**src/rtl/mdio_master_arb.sv**
```systemverilog
// rtl/mdio_master_arb.sv - Round-robin shared Clause-22 MDIO master; define MDIO_TA_CHECK_EN to add ack_err.
module mdio_master_arb #(
    parameter int NUM_REQ      = 4,
    parameter int MDC_DIV      = 25,
    parameter int PREAMBLE_LEN = 32
) (
    input  logic                       axi_aclk,
    input  logic                       reset,
    input  logic [NUM_REQ-1:0]         req,
    input  logic [NUM_REQ-1:0]         req_we,
    input  logic [5*NUM_REQ-1:0]       req_phy_addr,
    input  logic [5*NUM_REQ-1:0]       req_reg_addr,
    input  logic [16*NUM_REQ-1:0]      req_wdata,
    output logic [NUM_REQ-1:0]         ack,
    output logic [15:0]                rdata,
    output logic                       busy,
    output logic [$clog2(NUM_REQ)-1:0] grant_id,
`ifdef MDIO_TA_CHECK_EN
    output logic                       ack_err,
`endif
    output logic                       phy_mdc,
    output logic                       phy_mdio_o,
    output logic                       phy_mdio_t,
    input  logic                       phy_mdio_i
);

    localparam int GW = $clog2(NUM_REQ);
    localparam int DW = $clog2(MDC_DIV);
    localparam logic [DW-1:0] DIV_LAST = DW'(MDC_DIV - 1);
    localparam logic [5:0] PRE_LAST = 6'((PREAMBLE_LEN == 0) ? 0 : PREAMBLE_LEN - 1);

    localparam logic [1:0] S_IDLE  = 2'd0;
    localparam logic [1:0] S_PRE   = 2'd1;
    localparam logic [1:0] S_FRAME = 2'd2;
    localparam logic [1:0] S_DONE  = 2'd3;

    logic [1:0]         r_state;
    logic [DW-1:0]      r_div;
    logic               r_mdc;
    logic [5:0]         r_cnt;
    logic [31:0]        r_shift;
    logic               r_we;
    logic [15:0]        r_rx;
    logic [15:0]        r_rdata;
    logic               r_busy;
    logic [GW-1:0]      r_grant;
    logic [GW-1:0]      r_last;
    logic [NUM_REQ-1:0] r_ack;
`ifdef MDIO_TA_CHECK_EN
    logic               r_ta_err;
    logic               r_ack_err;
`endif

    logic               w_found;
    logic [GW-1:0]      w_sel;
    int                 w_idx;
    logic               w_rel;

    // First requesting index above the last grant, wrapping around.
    always_comb begin
        w_found = 1'b0;
        w_sel   = '0;
        w_idx   = 0;
        for (int k = NUM_REQ; k >= 1; k--) begin
            int c;
            c = int'(r_last) + k;
            if (c >= NUM_REQ) c = c - NUM_REQ;
            if (req[GW'(c)]) begin
                w_found = 1'b1;
                w_sel   = GW'(c);
                w_idx   = c;
            end
        end
    end

    // Turnaround and data of a read are owned by the PHY.
    assign w_rel      = (r_state == S_FRAME) && !r_we && (r_cnt >= 6'd14);
    assign phy_mdio_t = !((r_state == S_PRE) || ((r_state == S_FRAME) && !w_rel));
    assign phy_mdio_o = ((r_state == S_FRAME) && !w_rel) ? r_shift[31] : 1'b1;
    assign phy_mdc    = r_mdc;
    assign ack        = r_ack;
    assign rdata      = r_rdata;
    assign busy       = r_busy;
    assign grant_id   = r_grant;
`ifdef MDIO_TA_CHECK_EN
    assign ack_err    = r_ack_err;
`endif

    always_ff @(posedge axi_aclk or posedge reset) begin
        if (reset) begin
            r_state   <= S_IDLE;
            r_div     <= '0;
            r_mdc     <= 1'b0;
            r_cnt     <= '0;
            r_shift   <= '0;
            r_we      <= 1'b0;
            r_rx      <= '0;
            r_rdata   <= '0;
            r_busy    <= 1'b0;
            r_grant   <= '0;
            r_last    <= GW'(NUM_REQ - 1);
            r_ack     <= '0;
`ifdef MDIO_TA_CHECK_EN
            r_ta_err  <= 1'b0;
            r_ack_err <= 1'b0;
`endif
        end else begin
            r_ack <= '0;
`ifdef MDIO_TA_CHECK_EN
            r_ack_err <= 1'b0;
`endif
            case (r_state)
                S_IDLE: begin
                    if (w_found) begin
                        r_grant <= w_sel;
                        r_last  <= w_sel;
                        r_we    <= req_we[w_sel];
                        r_shift <= {2'b01, (req_we[w_sel] ? 2'b01 : 2'b10),
                                    req_phy_addr[5*w_idx +: 5], req_reg_addr[5*w_idx +: 5],
                                    (req_we[w_sel] ? {2'b10, req_wdata[16*w_idx +: 16]} : 18'h0)};
                        r_busy  <= 1'b1;
                        r_div   <= '0;
                        r_mdc   <= 1'b0;
                        r_cnt   <= '0;
                        r_state <= (PREAMBLE_LEN == 0) ? S_FRAME : S_PRE;
                    end
                end
                S_DONE: r_state <= S_IDLE;
                default: begin
                    if (r_div != DIV_LAST) begin
                        r_div <= r_div + 1'b1;
                    end else begin
                        r_div <= '0;
                        r_mdc <= ~r_mdc;
                        if (!r_mdc) begin
                            if ((r_state == S_FRAME) && !r_we) begin
                                if (r_cnt >= 6'd16) r_rx <= {r_rx[14:0], phy_mdio_i};
`ifdef MDIO_TA_CHECK_EN
                                if (r_cnt == 6'd15) r_ta_err <= phy_mdio_i;
`endif
                            end
                        end else if (r_state == S_PRE) begin
                            if (r_cnt == PRE_LAST) begin
                                r_state <= S_FRAME;
                                r_cnt   <= '0;
                            end else begin
                                r_cnt <= r_cnt + 1'b1;
                            end
                        end else if (r_cnt == 6'd31) begin
                            r_state        <= S_DONE;
                            r_busy         <= 1'b0;
                            r_ack[r_grant] <= 1'b1;
`ifdef MDIO_TA_CHECK_EN
                            if (!r_we) begin
                                r_rdata   <= r_ta_err ? 16'hFFFF : r_rx;
                                r_ack_err <= r_ta_err;
                            end
`else
                            if (!r_we) r_rdata <= r_rx;
`endif
                        end else begin
                            r_cnt   <= r_cnt + 1'b1;
                            r_shift <= {r_shift[30:0], 1'b0};
                        end
                    end
                end
            endcase
        end
    end

endmodule
```
**config.mk**
```make
export PLATFORM = sky130hd
export DESIGN_NAME = mdio_master_arb
export DESIGN_NICKNAME = d
export VERILOG_FILES = /design/src/rtl/mdio_master_arb.sv
export SDC_FILE = /design/constraint.sdc
export NUM_CORES = 1
export LEC_CHECK = 0
export ABC_AREA = 1
export BUFFER_PORTS_ARGS = -buffer_cell sky130_fd_sc_hd__buf_2
export CAP_MARGIN = 20
export CORE_MARGIN = 1.5
export CORE_UTILIZATION = 50
export DETAILED_ROUTE_END_ITERATION = 6
export PLACE_DENSITY = 0.77
export SLEW_MARGIN = 20
export SYNTH_ARGS = -nofsm -noshare
export SYNTH_HDL_FRONTEND = slang
export SYNTH_SLANG_ARGS = --single-unit
```
**constraint.sdc**
```tcl
create_clock -name axi_aclk -period 4.2 [get_ports axi_aclk]
set_input_delay 1.05 -clock axi_aclk [delete_from_list [all_inputs] [get_ports axi_aclk]]
set_output_delay 1.05 -clock axi_aclk [all_outputs]
set_load 0.05 [all_outputs]
```
# Word-level counts from Yosys, hierarchy flattened

Cells that the tools add are included.

Output and inout bits: 26
Register bits after elaboration: 88
Bits of input ports: 115
Logic and storage cells: 151

Add/subtract/negate cells: 10
Bitwise logic cells: 6
Multiplexer cells: 72
Equal/unequal tests: 11
Multipliers: 1
Shift-type cells: 3
Magnitude comparators: 13
Reduce and logical (&&, ||, !) cells: 23

Operators by type and width:

| operator                                             | count |
|---|---|
| 2-to-1 mux 32 bit                                    | 13 |
| case mux 32 bit (2 select lines)                     | 1 |
| variable part select 20 x 32 -> 5 bit                | 2 |
| variable part select 64 x 32 -> 16 bit               | 1 |
| 2-to-1 mux 6 bit                                     | 6 |
| multiplier 4 x 32 -> 32 bit (first input constant)   | 1 |
| 2-to-1 mux 1 bit                                     | 22 |
| 2-to-1 mux 2 bit                                     | 11 |
| 2-to-1 mux 4 bit                                     | 5 |
| 2-to-1 mux 18 bit                                    | 1 |
| AND reduction 6 bit                                  | 3 |
| < comparator 2 x 4 -> 1 bit (second input constant)  | 4 |
| case mux 6 bit (2 select lines)                      | 1 |
| subtractor 3 x 3 -> 4 bit (second input constant)    | 3 |
| binary-select mux 1 bit (select 2 bit)               | 5 |
| 2-to-1 mux 5 bit                                     | 2 |
| case mux 5 bit (2 select lines)                      | 1 |
| AND reduction 5 bit                                  | 2 |
| >= comparator 3 bit (second input constant)          | 3 |
| adder 2 x 2 -> 3 bit (second input constant)         | 2 |
| adder 6 x 1 -> 6 bit (second input constant)         | 1 |
| == test 6 x 5 -> 1 bit (second input constant)       | 1 |
| >= comparator 6 x 4 -> 1 bit (second input constant) | 1 |
| >= comparator 6 x 5 -> 1 bit (second input constant) | 1 |
| other kinds (28)                                     | 46 |

# Longest topological paths before layout

Word-level depth: 15
Depth in mapped cells: 30
Gate-level depth less buffers: 27

# Worst setup path before layout

No wires, ideal clock.

Path kind: input to register
From: input req[3]
To: register r_shift[21]
Required time: 4.135 ns
Arrival time: 4.091 ns
Setup time: 0.065 ns
Stages on the path: 23
Setup slack: 0.043 ns
Path buffers: 2
Cell sequence: inv_1 > nand2_2 > nand3_4 > nor2_1 > nor2_2 > nand2_2 > nand2_4 > buf_6 > clkbuf_1 > inv_1 > ha_1 > ha_1 > fa_1 > inv_1 > nor3_1 > nand2_1 > nor2_2 > nand2_1 > o211ai_1 > nor2_1 > nand2_1 > nand2_1 > nand2_1

Longest elaborated chain between the ends: 11
Elaborated cells on any way between the ends: 26
Those cells by class: mul (1); eq/ne (1); shift (1); mux (22); reduce/logical (1)

Ends and longest elaborated chain:

| what                                                 | RTL line | text |
|---|---|---|
| from (decl)                                          | 9        | `input logic [NUM_REQ-1:0] req,` |
| binary-select mux 1 bit (select 2 bit)               | 68       | `if (req[GW'(c)]) begin` |
| 2-to-1 mux 1 bit (not written as such) (2 in series) | 68       |  |
| 2-to-1 mux 32 bit (4 in series)                      | 68       |  |
| multiplier 4 x 32 -> 32 bit                          | 119      | `req_phy_addr[5*w_idx +: 5], req_reg_addr[5*w_idx +: 5],` |
| variable part select 20 x 32 -> 5 bit                | 119      |  |
| 2-to-1 mux 32 bit                                    | 114      | `if (w_found) begin` |
| case mux 32 bit (2 select lines)                     | 112      | `case (r_state)` |
| to (signal assigned)                                 | 118      | `r_shift <= {2'b01, (req_we[w_sel] ? 2'b01 : 2'b10),` |
| to (signal assigned)                                 | 163      | `r_shift <= {r_shift[30:0], 1'b0};` |
| to (decl)                                            | 41       | `logic [31:0] r_shift;` |

Several ways; a longest one is shown, not always the timed one. The select of a mux whose other input is x is not followed.
A chain may end at the register's enable or synchronous reset.

# Final worst setup path

From: register r_last[1]
To: register r_shift[24]

Longest elaborated chain between the ends: 14
Elaborated cells on any way between the ends: 42
Those cells by class: add/sub (8); mul (1); order compare (4); eq/ne (1); shift (1); mux (26); reduce/logical (1)

Ends and longest elaborated chain:

| what                                                                      | RTL line | text |
|---|---|---|
| from (decl)                                                               | 47       | `logic [GW-1:0] r_last;` |
| from (signal assigned)                                                    | 101      | `r_last <= GW'(NUM_REQ - 1);` |
| from (signal assigned)                                                    | 116      | `r_last <= w_sel;` |
| adder 2 x 3 -> 4 bit                                                      | 66       | `c = int'(r_last) + k;` |
| subtractor 4 x 3 -> 5 bit or >= comparator 4 x 3 -> 1 bit (tied branches) | 67       | `if (c >= NUM_REQ) c = c - NUM_REQ;` |
| 2-to-1 mux 32 bit                                                         | 67       |  |
| binary-select mux 1 bit (select 2 bit)                                    | 68       |  |
| 2-to-1 mux 1 bit (not written as such) (2 in series)                      | 68       |  |
| 2-to-1 mux 32 bit (4 in series)                                           | 68       |  |
| multiplier 4 x 32 -> 32 bit                                               | 119      |  |
| variable part select 20 x 32 -> 5 bit                                     | 119      |  |
| 2-to-1 mux 32 bit                                                         | 114      |  |
| case mux 32 bit (2 select lines)                                          | 112      |  |

Several ways; a longest one is shown, not always the timed one. The select of a mux whose other input is x is not followed.

==> out/qor.yml <==
status: "completed"
syn_nets: 1135
io_pins: 141
routed_wl_um: 19200
netlist_instances: 1001
regArea_um2: 2200
power.leakage_nw: 4.10
nets: 1264
clock_latency_ns: 0.34
antenna_cells: 0
critPathRequiredTime_ns: 4.47
cp-end-kind: "flip-flop"
synth_cell_type_count: 44
antenna_found_initial: 0
finalPower_mw: 2.15
async_flop_share_pct: 100
path_buf_inv: 5
clk_pin_slew_ns: 0.07
multiInputGateArea_um2: 3860
max_slew.worst_pin.slew_ns: 0.771
wl_per_cell_um: 14.6
core_area_um2: 13200
slew_viol_final: 0
htreeDepth: 3
synth_edf_count: 0
slowest_delay_ns: 0.61
setup.worst_path.class: "flip-flop to flip-flop"
synthesis.area_um2: 6720
ys_seq_elements: 88
ant_nets: 0
peakVddDrop_mv: 0.219
fill_cells: 1250
max-cap-violations: 0
ys_warn_count: 0
first_pass_iters: 5
clk_path_buf_depth: 2
yosys_most_used_dff: "dfrtp_1"
grt_pass1_vias: 6656
cts_sinks: 88
grt_pass1_wl_um: 31400
final_layout_size_suffix_gt1_share_pct: 23.1
numPortBuffers: 140
cts_tree: "done"
initial_core_util_pct: 50.9
synth_xor_area_share_pct: 0.130
crit_path_start_kind: "flip-flop"
final_cell_mix: "nand2_1 (243), buf_2 (140), nand3_1 (108), o21ai_0 (108), inv_1 (104)"
syn2layout_area_growth_pct: 18.5
numCtsBuffers: 9
postCtsHoldBufs: 0
final_core_util_pct: 60.4
globalRouteTotalUtil_pct: 27.0
synth_seq_area_share_pct: 32.8
cp.arrival_ns: 4.32
vias: 7232
max_slew_margin_pct: 48.6
grt-ovfl-total: 0
fin_worst_skew_ns: 0.0100
final_common_cell: "nand2_1"
period_share_pct: 96.5
drcViolationCount: 0
powerDensity_nw_per_um2: 270
synth_top_family_by_area: "simple AND/OR/NAND/NOR gates"
cp_slowest_cell: "dfstp_2"
final-hold-violation-count: 0
die_area_um2: 14100
synth_compound_area_share_pct: 18.5
cts_root_buf: "clkbuf_16"
fmax_mhz: 247
setup_viol: 0
crit_family: "simple AND/OR/NAND/NOR gates"
layoutNonFillerInstCount: 1311
drt_iter0_drc: 773
hold_class: "flip-flop to flip-flop"
dp_cells: 1281
place_congestion: 1.03
avgViaCountPerCell: 5.52
yosys.area_share.simple_pct: 33.7
die_h_um: 119
place_hpwl_um: 13400
period_needed_ns: 4.05
die_w_um: 119
synthMuxAreaShare_pct: 0.335
grt_max_degree: 76
rows: 42
path_max_fanout: 8
avgSynthCellArea_um2: 6.71
synth-adder-area-share_pct: 3.65
-- metrics by stage --
stage	TNS (ns)	instance area, um2	hold slack (ns)	worst slack [ns]
floorplan	0	6720	0.449	0.0431
global placement	0	7480	0.463	0.102
detailed placement	-0.00563	7480	0.467	-0.00563
CTS	0	7790	0.483	0.129
global route	-0.407	7970	0.503	-0.0632
finish	0	7970	0.479	0.148
-- cells in the mapped netlist (all sizes together) (12+ instances only) --
| cell type | n | area share, % |
|---|---|---|
| buf | 28 | 3.2 |
| nand3 | 115 | 9.1 |
| o22ai | 31 | 3.3 |
| nor2 | 98 | 5.8 |
| nand4 | 12 | 1.1 |
| clkbuf | 28 | 1.6 |
| o21ai | 126 | 9.6 |
| nand2 | 269 | 16 |
| a21oi | 42 | 3.3 |
| inv | 110 | 6.2 |
| dfrtp | 86 | 32 |
| ha | 18 | 3.4 |
-- worst paths after layout --
check / cells past startpoint / end / slack [ns] / startpoint
worst max-delay path: 25 / r_shift[24] / 0.15 / r_last[1]
worst min-delay path: 2 / rdata[12] / 0.48 / rdata[12]
worst max register to register: 25 / r_shift[24] / 0.15 / r_last[1]
worst min register to register: 2 / rdata[12] / 0.48 / rdata[12]
max in group asynchronous: 3 / r_shift[24] / 2.66 / reset
min in group asynchronous: 2 / rdata[14] / 0.83 / reset
-- power by group --
part	internal, mW	switching (mW)	leakage, nW
Combinational	0.168	0.299	2.85
Sequential	0.848	0.000333	1.09
Clock	0.486	0.345	0.155
Total	1.50	0.645	4.10
-- worst register-to-register path, cell delays in order (launching register included) --
cell and delay (ns):
dfstp_2 0.61, clkinvlp_4 0.18, ha_4 0.32, inv_1 0.06, nand2_1 0.12, nand2_2 0.09, nand3_2 0.08, nand2_2 0.09
nand2_4 0.09, inv_1 0.06, ha_1 0.33, ha_1 0.29, a21o_1 0.12, nand2_2 0.09, inv_1 0.14, nand3_2 0.20
nand2_4 0.16, clkbuf_4 0.22, nand3_1 0.10, nand3_1 0.12, nand3_1 0.09, nand3_1 0.11, nand2_1 0.07, nand2_1 0.06
nand2_1 0.07, a21oi_2 0.11
-- registers in the layout, indices dropped and copies added, names as in the netlist --
register	flops
ack	4
busy	1
grant_id	2
phy_mdc	1
r_cnt	6
r_div	5
r_last	2
r_rx	16
r_shift	32
r_state	2
r_we	1
rdata	16
-- repair_timing --
item	CTS	global route
setup buffers	0	13
gates resized for setup	0	10
endpoints found under the setup margin	0	10
-- routing by layer --
layer	global-route usage (%)	vias to the layer above	share of wire [%]
li1	-	3558	-
met5	0	-	0
met3	3.21	48	6.5
met4	9.26	0	2.8
met1	36.5	3280	44
met2	45.0	346	47
-- cell type report --
cell class | instances | share of cell area, %
Multi-Input combinational cell | 748 | 48.4
Sequential cell | 88 | 27.7
Clock buffer | 10 | 3.00
Tap cell | 176 | 2.76
Inverter | 110 | 5.29
Clock inverter | 6 | 0.911
Timing Repair Buffer | 173 | 11.9
-- cells by family (layout without fill, tap and decap cells) --
family,Yosys count,count (layout)
XOR/XNOR,1,1
AO/OA/AOI/OAI,218,218
AND/OR/NAND/NOR,507,508
adder cells (fa/ha/maj),19,19
buffers and inverters,166,299
multiplexers,2,2
flip-flops,88,88
No activity file was read; power rests on OpenSTA's default activity.
